<file path="src/rtl/sw_input_ctrl.sv">
// sw_input_ctrl
// Input-side controller for the CPU's memory-mapped switch ports.
// The ten slide switches are synchronized, debounced as one 10-bit group
// and published on in_port0/in_port1. A valid/ack handshake, an overrun
// flag and an 8-bit update counter are reported on in_port2. Every output
// bit comes straight from a flop, so there is no combinational path from
// sw or cpu_ack to any output.
module sw_input_ctrl #(
    parameter int DB_CYCLES = 50000,
    parameter int CNT_W     = 16
) (
    input  logic        clk,
    input  logic        reset,
    input  logic [9:0]  sw,
    input  logic        cpu_ack,
    output logic [31:0] in_port0,
    output logic [31:0] in_port1,
    output logic [31:0] in_port2,
    output logic        busy
);

    // Publish handshake states: IDLE = nothing outstanding,
    // WAIT_ACK = a published value has not been acknowledged yet.
    typedef enum logic [0:0] {
        ST_IDLE     = 1'b0,
        ST_WAIT_ACK = 1'b1
    } state_t;

    // Terminal debounce count: the value is accepted on the clock after
    // the counter has reached DB_CYCLES-1.
    localparam logic [CNT_W-1:0] CNT_LAST = CNT_W'(DB_CYCLES - 1);
    localparam logic [CNT_W-1:0] CNT_ZERO = {CNT_W{1'b0}};
    localparam logic [CNT_W-1:0] CNT_ONE  = {{(CNT_W-1){1'b0}}, 1'b1};

    // Synchronizer chain; s3 keeps the previous s2 for change detection.
    logic [9:0]       s1_q, s1_d;
    logic [9:0]       s2_q, s2_d;
    logic [9:0]       s3_q, s3_d;

    // Debounce state.
    logic [CNT_W-1:0] cnt_q, cnt_d;
    logic [9:0]       stable_q, stable_d;
    logic             busy_q, busy_d;

    // Publish state.
    state_t           state_q, state_d;
    logic [9:0]       published_q, published_d;
    logic             valid_q, valid_d;
    logic             overrun_q, overrun_d;
    logic [7:0]       count_q, count_d;

    // A newly debounced value that has not yet been driven on the ports.
    logic             new_val_s;

    // Next-state logic for the synchronizer and the debounce counter.
    always_comb begin
        s1_d     = sw;
        s2_d     = s1_q;
        s3_d     = s2_q;
        cnt_d    = cnt_q;
        stable_d = stable_q;
        if ((s2_q != s3_q) || (s2_q == stable_q)) begin
            // Any bounce, or input already matching stable, restarts the count.
            cnt_d = CNT_ZERO;
        end else if (cnt_q == CNT_LAST) begin
            // Input held long enough: accept it as the new stable value.
            stable_d = s2_q;
            cnt_d    = CNT_ZERO;
        end else begin
            cnt_d = cnt_q + CNT_ONE;
        end
        // busy mirrors "counter not zero" but is kept in its own flop.
        busy_d = (cnt_d != CNT_ZERO);
    end

    // Synchronizer and debounce registers.
    always_ff @(posedge clk or negedge reset) begin
        if (!reset) begin
            s1_q     <= 10'd0;
            s2_q     <= 10'd0;
            s3_q     <= 10'd0;
            cnt_q    <= CNT_ZERO;
            stable_q <= 10'd0;
            busy_q   <= 1'b0;
        end else begin
            s1_q     <= s1_d;
            s2_q     <= s2_d;
            s3_q     <= s3_d;
            cnt_q    <= cnt_d;
            stable_q <= stable_d;
            busy_q   <= busy_d;
        end
    end

    // Publish FSM: next state and handshake flags.
    always_comb begin
        state_d     = state_q;
        published_d = published_q;
        valid_d     = valid_q;
        overrun_d   = overrun_q;
        count_d     = count_q;
        new_val_s   = (stable_q != published_q);
        case (state_q)
            ST_IDLE: begin
                // cpu_ack is ignored here: nothing is outstanding.
                if (new_val_s) begin
                    published_d = stable_q;
                    valid_d     = 1'b1;
                    count_d     = count_q + 8'd1;
                    state_d     = ST_WAIT_ACK;
                end else begin
                    state_d = ST_IDLE;
                end
            end
            ST_WAIT_ACK: begin
                if (new_val_s) begin
                    // New value replaces the unread one. With an ack in the
                    // same cycle the previous value was consumed, so there
                    // is no overrun; without one, it was lost.
                    published_d = stable_q;
                    count_d     = count_q + 8'd1;
                    valid_d     = 1'b1;
                    overrun_d   = !cpu_ack;
                    state_d     = ST_WAIT_ACK;
                end else if (cpu_ack) begin
                    valid_d   = 1'b0;
                    overrun_d = 1'b0;
                    state_d   = ST_IDLE;
                end else begin
                    state_d = ST_WAIT_ACK;
                end
            end
            default: begin
                // Unreachable encoding: fall back to a clean idle.
                state_d     = ST_IDLE;
                published_d = published_q;
                valid_d     = 1'b0;
                overrun_d   = 1'b0;
                count_d     = count_q;
            end
        endcase
    end

    // Publish FSM registers.
    always_ff @(posedge clk or negedge reset) begin
        if (!reset) begin
            state_q     <= ST_IDLE;
            published_q <= 10'd0;
            valid_q     <= 1'b0;
            overrun_q   <= 1'b0;
            count_q     <= 8'd0;
        end else begin
            state_q     <= state_d;
            published_q <= published_d;
            valid_q     <= valid_d;
            overrun_q   <= overrun_d;
            count_q     <= count_d;
        end
    end

    // Port mapping: every bit is either a flop output or a constant zero.
    assign in_port0 = {27'd0, published_q[9:5]};
    assign in_port1 = {27'd0, published_q[4:0]};
    assign in_port2 = {16'd0, count_q, 6'd0, overrun_q, valid_q};
    assign busy     = busy_q;

endmodule
</file>
<file path="config.mk">
export PLATFORM = sky130hd
export DESIGN_NAME = sw_input_ctrl
export DESIGN_NICKNAME = d
export VERILOG_FILES = /design/src/rtl/sw_input_ctrl.sv
export SDC_FILE = /design/constraint.sdc
export NUM_CORES = 1
export LEC_CHECK = 0
export CORE_MARGIN = 5
export CORE_UTILIZATION = 52
export DETAILED_ROUTE_END_ITERATION = 16
export GPL_ROUTABILITY_DRIVEN = 1
export GPL_TIMING_DRIVEN = 0
export PLACE_DENSITY = 0.89
export REMOVE_ABC_BUFFERS = 1
export SYNTH_ARGS = -nofsm -noshare
export SYNTH_HDL_FRONTEND = slang
export SYNTH_SLANG_ARGS = --single-unit
export TNS_END_PERCENT = 20
</file>
<file path="constraint.sdc">
create_clock -name clk -period 3.9 [get_ports clk]
set_clock_uncertainty 0.15 [all_clocks]
set_input_delay 0.78 -clock clk [delete_from_list [all_inputs] [get_ports clk]]
set_output_delay 0.78 -clock clk [all_outputs]
set_load 0.005 [all_outputs]
</file>
==> results of run 1 <==
-- registers in the layout, summed over array words and instances (netlist names) --
name and cells:
cnt_q 16, published_q 10, s1_q 10, s2_q 10, s3_q 10, stable_q 10
count_q 8, busy 1, overrun_q 1, state_q 1, valid_q 1
-- cells in the mapped netlist, types with 4 or more instances --
cell type  instances  area [um2]
nor3_1             4       20.02
clkbuf_1          12       45.04
buf_4             80       600.6
nand2_1            8       30.03
nor2_1            22       82.58
nand4_1           11       68.82
nand3_1           13       65.06
buf_2              4       20.02
dfrtp_1           78        1952
inv_1              4       15.01
xnor2_1           34       297.8
xor2_1            20       175.2
mux2_4            10       150.1
-- cell families after synthesis --
group | Yosys count | share of synthesized area
compound gates | 16 | 0.03076
mux | 13 | 0.04710
simple gates | 81 | 0.1195
other cells | 1 | 0.0009603
xor+xnor | 54 | 0.1211
fa+ha+maj | 2 | 0.006407
buf+inv | 100 | 0.1743
flops | 78 | 0.4998
-- worst max-delay path by stage --
stage,from,end,slack (ns),depth (start not counted)
after CTS,cnt_q[0],busy,1.39,7
after detailed placement,cnt_q[0],busy,1.41,7
after global routing,cnt_q[0],busy,1.21,7
after global placement,reset,valid_q,-0.61,1
final,cnt_q[0],busy,1.39,7
after floorplan,cnt_q[0],busy,1.66,7
-- through the flow --
stage                     instance area [um2]  setup WS [ns]  hold slack [ns]
after floorplan                          3521          1.663           0.1812
after global placement                   3975        -0.6122           0.1838
after detailed placement                 4000          1.414           0.1847
after CTS                                4220          1.393          0.06247
after global routing                     4220          1.206          0.04930
final                                    4220          1.386          0.08166
-- placed cells by master (no fill, tap or decap), types with 4 or more instances in the layout --
| cell type | count |
|---|---|
| conb_1 | 76 |
| dfrtp_1 | 78 |
| xnor2_1 | 34 |
| xor2_1 | 20 |
| clkdlybuf4s50_1 | 32 |
| mux2_4 | 10 |
| inv_1 | 4 |
| nand4_1 | 11 |
| nand2_1 | 8 |
| nand3_1 | 13 |
| nor2_1 | 22 |
| clkbuf_8 | 10 |
| nor3_1 | 4 |
-- layer usage --
layer,share of wire,GRT usage
met5,0,0
met4,0.014,0.05508
met3,0.065,0.03669
met2,0.53,0.2527
met1,0.39,0.1765
-- power groups by stage --
stage          clock network [mW]  logic [mW]  registers [mW]
4_1_cts                     0.677      0.0651           0.836
5_1_grt                     0.719      0.0768           0.838
3_5_place_dp                    0      0.0638           0.852
2_1_floorplan                   0      0.0306           0.849
3_3_place_gp                    0      0.0594           0.851
6_report                    0.654      0.0661           0.836
-- cell type report --
class	instances	area, um2
flip-flops and latches	78	1952
clock inverters	5	82.58
inverters	4	15.01
well taps	99	123.9
clock buffers	10	137.6
fillers	612	3072
repair buffers	34	355.3
multi-input cells	242	1554
==> run summary, run 1 <==
# IOs - 110
fmax - 397.8 MHz
CTS tree - yes
Skew-Pair Late Insertion Delay - 0.33 ns
CP Launch Type - register
DRC violations left - 0
Post-Synthesis Cells - 345
Critical Path RT - 3.94 ns
first drt pass iteration count - 4
Max Slew Vio Count - 0
Total Routing Usage GR - 0.1465
worst-path fanout max - 9
port bufs - 33
routed wire length - 6424 um
vias in the first global route - 2,313
worst path cell trace - ha_1 > nand3_1 > nor2_1 > mux2_2 > o32a_1 > a2111oi_1 > o22ai_1
largest net degree at the start of global routing - 78
RSZ-0062 raised after global routing - no
area grow syn2layout - 8.074%
Final Critical Period - 2.514 ns
layout net count - 384
status - finished clean
dominant synthesized flop cell - dfrtp_1
Tcrit/Tclk final - 0.6446
Diodes inserted - 0
Detail Placement HPWL - 4668 um
DR iter-0 viols - 83
Worst path max stage delay - 0.43 ns
count of yosys warnings during synthesis - 0
share of post-route cells with drive strength above 1 - 0.1126
Mapped Area - 0.003905 mm2
Resized cells post-CTS - 0
Crit-path slowest cell - dfrtp_1
Vias/cell - 4.653
clock-pin slew on the worst setup and hold paths - 0.08 ns
max_slew headroom - 0.5928
Leakage - 1.949 nW
FF-to-FF End - busy
internal power - 1.224 mW
GP Congestion - 0.8639
Seq cells post-synth - 78
Post-Syn Area per Cell - 11.32 um2
Reg power frac - 0.537
antenna-violating nets left - 0
GRT overflow - 0
register area share after synthesis - 0.4998
part of the power in combinational logic - 0.042
worst min path class - input port to asynchronous set/reset pin
final core occ - 0.5788
arrival time at the worst endpoint - 2.56 ns
Largest delay share family, worst path - compound AO/OA/AOI/OAI gates
DR vias - 2,196
core box area - 0.007292 mm2
TritonCTS Buffers - 9
Distinct cells, synth - 43
Synth async-reset ratio - 1.000
Worst Setup End Kind - register
die width - 96.66 um
Power Total - 1.556 mW
cts hold-fix bufs - 0
die area - 0.009342 mm2
reg2reg path depth - 7
sw power - 0.3318 mW
worst reg2reg startpoint - cnt_q[0]
routed length per placed instance - 13.61 um
max_cap viols - 0
CTS root buffer - clkbuf_8
PD cells - 368.6 mW/mm2
site row count - 31
placed cells - 457
Setup Crit Path Kind - register to register
initial antenna violation count - 0
final setup fails - 0
clk buf depth - 2
CP bufs+invs - 0
Final Hold Violating Endpoints - 0
Final Instance Count excl. Fillers - 472
Worst VDD drop - 0.1998 mV
Clock Power Share - 0.420
EDFF count, synth - 0
post-CTS repair timing setup buffer count - 0
first-pass GRT wire length - 11,340 um
FF-to-FF setup slack - 1.39 ns
Die H - 96.66 um
CTS H-Tree Depth - 3
Initial Utilization - 0.5355
Clock Sinks - 78
Sw Share - 0.2133
pin slew with the least headroom to its limit - 0.6052 ns
Setup TNS - 0 ns
Note: power is estimated with default switching activity, not from simulation.
==> run 2: changes to the inputs <==
Settings changed: CORE_UTILIZATION 52 to 48, PLACE_DENSITY 0.89 to 0.83.
Clock period 3.9 ns to 2.4 ns, I/O delays scaled along.
==> run 2 against run 1 <==
Compared with the run above: maximum frequency is 9.9% higher; critical path depth unchanged; power increased by 64%; die area is 7.5% higher; worst setup slack lost 1.3 ns; first-iteration DRC count fell by 1.2%.
==> run summary, run 2 (synthesized netlist as in run 1, its figures left out) <==
most frequent cells in the layout - 76 x conb_1, 76 x dfrtp_1, 34 x xnor2_1 (was 78 x dfrtp_1, 76 x conb_1, 34 x xnor2_1)
die width - 100.2 um (was 96.66 um)
first-pass GRT wire length - 10,310 um (was 11,340 um)
final core occ - 0.5446 (was 0.5788)
TritonCTS Buffers - 9 (unchanged)
Reg with most FFs - cnt_q (unchanged)
Max Slew Vio Count - 0 (unchanged)
RSZ-0062 raised after global routing - no (unchanged)
clock-pin slew on the worst setup and hold paths - 0.08 ns (about the same)
status - finished clean (unchanged)
Reg power frac - 0.534 (was 0.537)
arrival time at the worst endpoint - 2.35 ns (was 2.56 ns)
worst-path fanout max - 9 (unchanged)
part of the power in combinational logic - 0.042 (about the same)
max_cap viols - 0 (unchanged)
sw power - 0.5513 mW (was 0.3318 mW)
Worst path max stage delay - 0.44 ns (was 0.43 ns)
area of placed instances - 0.003996 mm2 (was 0.004000 mm2)
Critical Path RT - 2.46 ns (was 3.94 ns)
CTS tree - yes (unchanged)
DRC violations left - 0 (unchanged)
CP Launch Type - register (unchanged)
Diodes inserted - 0 (unchanged)
Worst Setup End Kind - register (unchanged)
worst hold stages - 0
Sw Share - 0.2167 (was 0.2133)
Final Critical Period - 2.287 ns (was 2.514 ns)
Final Hold Violating Endpoints - 0 (unchanged)
area grow syn2layout - 8.875% (was 8.074%)
max_slew headroom - 0.6327 (was 0.5928)
worst reg2reg startpoint - cnt_q[0] (unchanged)
post-CTS repair timing setup buffer count - 0 (unchanged)
design area - 0.004252 mm2 (was 0.004220 mm2)
met3 Resource Use GR - 0.03197 (was 0.03669)
Worst Setup SP - cnt_q[0] (unchanged)
Setup Crit Path Kind - register to register (unchanged)
Tcrit/Tclk final - 0.9531 (was 0.6446)
FF-to-FF End - busy (unchanged)
Hold Crit Endpoint - s2_q[6]
# IOs - 110 (unchanged)
initial antenna violation count - 0 (unchanged)
Worst VDD drop - 0.3483 mV (was 0.1998 mV)
port bufs - 33 (unchanged)
final setup fails - 0 (unchanged)
DR vias - 2,193 (was 2,196)
clk buf depth - 2 (unchanged)
first drt pass iteration count - 4 (unchanged)
FF-to-FF setup slack - 0.11 ns (was 1.39 ns)
Leakage - 1.942 nW (was 1.949 nW)
met1 Usage GRT - 0.1676 (was 0.1765)
internal power - 1.993 mW (was 1.224 mW)
site row count - 32 (was 31)
Total Routing Usage GR - 0.1300 (was 0.1465)
antenna-violating nets left - 0 (unchanged)
largest net degree at the start of global routing - 45 (was 78)
layout net count - 385 (was 384)
max FFs per register - 16 (unchanged)
Fillers - 638 (was 612)
die area - 0.01004 mm2 (was 0.009342 mm2)
routed length per placed instance - 13.24 um (was 13.61 um)
Hold Path Origin - s1_q[6]
worst min path class - register to register (was input port to asynchronous set/reset pin)
vias in the first global route - 2,149 (was 2,313)
core box area - 0.007807 mm2 (was 0.007292 mm2)
share of post-route cells with drive strength above 1 - 0.1253 (was 0.1126)
Vias/cell - 4.597 (was 4.653)
Clock Sinks - 78 (unchanged)
DR iter-0 viols - 82 (was 83)
Initial Utilization - 0.5002 (was 0.5355)
PD cells - 598.4 mW/mm2 (was 368.6 mW/mm2)
routed wire length - 6316 um (was 6424 um)
Clock Power Share - 0.424 (was 0.420)
CTS H-Tree Depth - 3 (unchanged)
fmax - 437.2 MHz (was 397.8 MHz)
worst path cell trace - ha_4 > nand3_1 > nor2_1 > mux2_2 > o32a_1 > a2111oi_2 > o22ai_1 (was ha_1 > nand3_1 > nor2_1 > mux2_2 > o32a_1 > a2111oi_1 > o22ai_1)
Die H - 100.2 um (was 96.66 um)
Skew-Pair Late Insertion Delay - 0.34 ns (was 0.33 ns)
reg2reg path depth - 7 (unchanged)
met2 Usage GRT - 0.2100 (was 0.2527)
GRT overflow - 0 (unchanged)
Setup TNS - 0 ns (unchanged)
Crit-path slowest cell - dfrtp_2 (was dfrtp_1)
GP Congestion - 0.8520 (was 0.8639)
CTS root buffer - clkbuf_8 (unchanged)
GRT Max-Usage Layer - met2 (unchanged)
pin slew with the least headroom to its limit - 0.5459 ns (was 0.6052 ns)
Detail Placement HPWL - 4677 um (was 4668 um)
[run 2: cell count changes in the layout (fill, tap and decap cells not counted), sizes merged]
| cell | delta |
|---|---|
| clkbuf | +1 |
| clkinv | -1 |
| clkinvlp | +1 |
| dlygate4sd3 | +1 |
[run 2: critical path: cells and delay by family (launching register included)]
kind	cells	cell delay (ns)
flip-flops	1	0.44
adder cells (fa/ha/maj)	1	0.20
AND/OR/NAND/NOR	2	0.31
multiplexers	1	0.36
AO/OA/AOI/OAI	3	0.70
[run 2: what timing repair did]
item                       CTS  global route
setup endpoints to repair    1            10
hold buffers                 1             0
resized for setup            3             3
hold endpoints to repair    34             0
[run 2: layer usage]
| metal | up-vias | routed length (um) |
|---|---|---|
| met2 | 82 | 3167 |
| met3 | 9 | 427 |
| met5 | - | 0 |
| met4 | 0 | 87 |
| met1 | 1070 | 2634 |
| li1 | 1032 | - |
[run 2: how the worst max path moves through the flow]
stage                 endpoint  slack (ns)  depth (start not counted)
finish                    busy        0.11                          7
global route              busy      0.0001                          7
CTS                       busy        0.05                          7
detailed placement        busy       -0.12                          7
global placement    count_q[7]       -1.84                          1
floorplan                 busy        0.16                          7
[run 2: final cells by class]
cell class,instances,area (um2),area share
Clock buffer,11,141.4,0.03325
Clock inverter,5,81.33,0.01913
Inverter,4,15.01,0.003531
Multi-Input combinational cell,242,1574,0.3702
Sequential cell,78,1954,0.4597
Tap cell,102,127.6,0.03002
Timing Repair Buffer,35,357.8,0.08417
[run 2: power groups by stage]
stage | Clock, mW | Combinational [mW] | Sequential (mW)
after floorplan | 0 | 0.0497 | 1.38
after global placement | 0 | 0.0981 | 1.38
after detailed placement | 0 | 0.104 | 1.38
after CTS | 1.11 | 0.106 | 1.36
after global routing | 1.17 | 0.125 | 1.36
final | 1.08 | 0.108 | 1.36
[run 2: stage by stage]
| stage | setup WS (ns) | total power, mW | hold WS, ns | cells |
|---|---|---|---|---|
| floorplan | 0.1635 | 1.429 | 0.03441 | 324 |
| global placement | -1.844 | 1.480 | 0.1814 | 459 |
| detailed placement | -0.1207 | 1.488 | 0.1879 | 460 |
| CTS | 0.05150 | 2.575 | 0.2024 | 477 |
| global route | 0.00009592 | 2.657 | 0.2226 | 477 |
| finish | 0.1126 | 2.544 | 0.1996 | 477 |
==> run 3: changes to the inputs <==
Settings changed: CELL_PAD_IN_SITES_DETAIL_PLACEMENT from default to 1, CELL_PAD_IN_SITES_GLOBAL_PLACEMENT from default to 1, CORE_MARGIN 5 to default, CORE_UTILIZATION 48 to 37.
==> run 3 against run 2 <==
Compared with the run above: via count increased by 1.1%; sequential share of layout area decreased by 0.16 points; worst setup slack got worse by 0.031 ns; first-iteration DRC count decreased by 7.3%; maximum frequency decreased by 1.3%; sequential power about the same; hold slack improved by 0.0041 ns; design area increased by 0.29%; critical path type unchanged; largest cell class unchanged; largest power group unchanged; highest routed layer unchanged.
==> run summary, run 3 (synthesized netlist as in run 1, its figures left out) <==
status - finished clean (unchanged)
port bufs - 33 (unchanged)
length of routed met3 wiring - 245 um (was 427 um)
worst min path class - register to register (unchanged)
CTS H-Tree Depth - 3 (unchanged)
worst reg2reg startpoint - cnt_q[0] (unchanged)
Total Routing Usage GR - 0.1272 (was 0.1300)
clock-pin slew on the worst setup and hold paths - 0.08 ns (about the same)
Max Slew Vio Count - 0 (unchanged)
CTS tree - yes (unchanged)
CP Launch Type - register (unchanged)
vias in the first global route - 2,219 (was 2,149)
Hold Slack - 0.2037 ns (was 0.1996 ns)
DRC violations left - 0 (unchanged)
DR iter-0 viols - 76 (was 82)
Tcrit/Tclk final - 0.9659 (was 0.9531)
largest net degree at the start of global routing - 43 (was 45)
routed wire length - 6464 um (was 6316 um)
Setup Crit Path Kind - register to register (unchanged)
core box area - 0.01028 mm2 (was 0.007807 mm2)
Die H - 104.7 um (was 100.2 um)
first-pass GRT wire length - 11,040 um (was 10,310 um)
Final Hold Violating Endpoints - 0 (unchanged)
DR vias - 2,217 (was 2,193)
area grow syn2layout - 9.196% (was 8.875%)
clk buf depth - 2 (unchanged)
RSZ-0062 raised after global routing - no (unchanged)
FF-to-FF setup slack - 0.08 ns (was 0.11 ns)
layout net count - 385 (unchanged)
CTS root buffer - clkbuf_8 (unchanged)
Final Critical Period - 2.318 ns (was 2.287 ns)
area of placed instances - 0.004039 mm2 (was 0.003996 mm2)
top layer in use - met4 (unchanged)
placed cells - 494 (was 460)
Vias/cell - 4.339 (was 4.597)
Skew-Pair Late Insertion Delay - 0.35 ns (was 0.34 ns)
Leakage - 1.930 nW (was 1.942 nW)
die area - 0.01097 mm2 (was 0.01004 mm2)
TritonCTS Buffers - 9 (unchanged)
Power Total - 2.436 mW (was 2.544 mW)
final core occ - 0.4149 (was 0.5446)
routed length per placed instance - 12.65 um (was 13.24 um)
Hold Crit Endpoint - s2_q[5] (was s2_q[6])
worst-path fanout max - 9 (unchanged)
DR WL met2 - 3186 um (was 3167 um)
post-CTS repair timing setup buffer count - 0 (unchanged)
Detail Placement HPWL - 4795 um (was 4677 um)
PD cells - 571.3 mW/mm2 (was 598.4 mW/mm2)
metal1 wirelength - 2924 um (was 2634 um)
Worst Setup End Kind - register (unchanged)
final setup fails - 0 (unchanged)
Initial Utilization - 0.3800 (was 0.5002)
GP Congestion - 0.8291 (was 0.8520)
Worst VDD drop - 0.2047 mV (was 0.3483 mV)
Clock Sinks - 78 (unchanged)
worst hold stages - 0 (unchanged)
antenna-violating nets left - 0 (unchanged)
GRT overflow - 0 (unchanged)
site row count - 37 (was 32)
Setup TNS - 0 ns (unchanged)
max FFs per register - 16 (unchanged)
commonest non-fill, non-tap cell in the layout - dfrtp_1
max_cap viols - 0 (unchanged)
reg2reg path depth - 7 (unchanged)
arrival time at the worst endpoint - 2.37 ns (was 2.35 ns)
design area - 0.004264 mm2 (was 0.004252 mm2)
initial antenna violation count - 0 (unchanged)
max_slew headroom - 0.6289 (was 0.6327)
die width - 104.7 um (was 100.2 um)
Setup WS pre-CTS - -0.1026 ns (was -0.1207 ns)
most frequent cells in the layout - 77 x dfrtp_1, 76 x conb_1, 34 x xnor2_1 (was 76 x conb_1, 76 x dfrtp_1, 34 x xnor2_1)
worst setup margin - 0.08181 ns (was 0.1126 ns)
share of post-route cells with drive strength above 1 - 0.1227 (was 0.1253)
# IOs - 110 (unchanged)
Final Instance Count excl. Fillers - 511 (was 477)
pin slew with the least headroom to its limit - 0.5516 ns (was 0.5459 ns)
Reg with most FFs - cnt_q (unchanged)
Hold Path Origin - s1_q[5] (was s1_q[6])
fmax - 431.4 MHz (was 437.2 MHz)
FF-to-FF End - busy (unchanged)
Diodes inserted - 0 (unchanged)
first drt pass iteration count - 4 (unchanged)
Critical Path RT - 2.45 ns (was 2.46 ns)
[run 3: worst max-delay path: stages (launching register included)]
cell and delay (ns):
dfrtp_2 0.43, ha_4 0.20, nand3_1 0.12, nor2_2 0.18
mux2_2 0.35, o32a_1 0.18, a2111oi_1 0.39, o22ai_1 0.17
[run 3: final cells by class]
type,count,area (um2)
repair buffers,35,357.8
flip-flops and latches,78,1953
fillers,1133,6013
inverters,4,15.01
multi-input cells,242,1572
clock buffers,10,127.6
clock inverters,6,68.82
well taps,136,170.2
[run 3: power by group]
part	switching, mW	leakage (nW)	internal (mW)
combinational	0.0678	0.819	0.0374
clock	0.485	0.0973	0.488
sequential	0.0198	1.01	1.34
[run 3: worst max-delay path by stage]
| stage | start | end |
|---|---|---|
| after floorplan | cnt_q[0] | busy |
| after global placement | reset | count_q[4] |
| after detailed placement | cnt_q[0] | busy |
| after CTS | cnt_q[0] | busy |
| after global routing | s2_q[0] | stable_q[2] |
| final | cnt_q[0] | busy |
[run 3: per-layer routing]
metal	up-vias	GRT usage
met5	-	0
met4	0	0.06137
met3	10	0.02433
met2	63	0.1996
met1	1110	0.1690
li1	1034	-
[run 3: timing repair]
action	CTS	global route
setup endpoints to repair	1	10
endpoints found under the hold margin	36	0
gates resized for setup	3	2
pin swaps	0	2
cloned	0	0
hold buffers	1	0
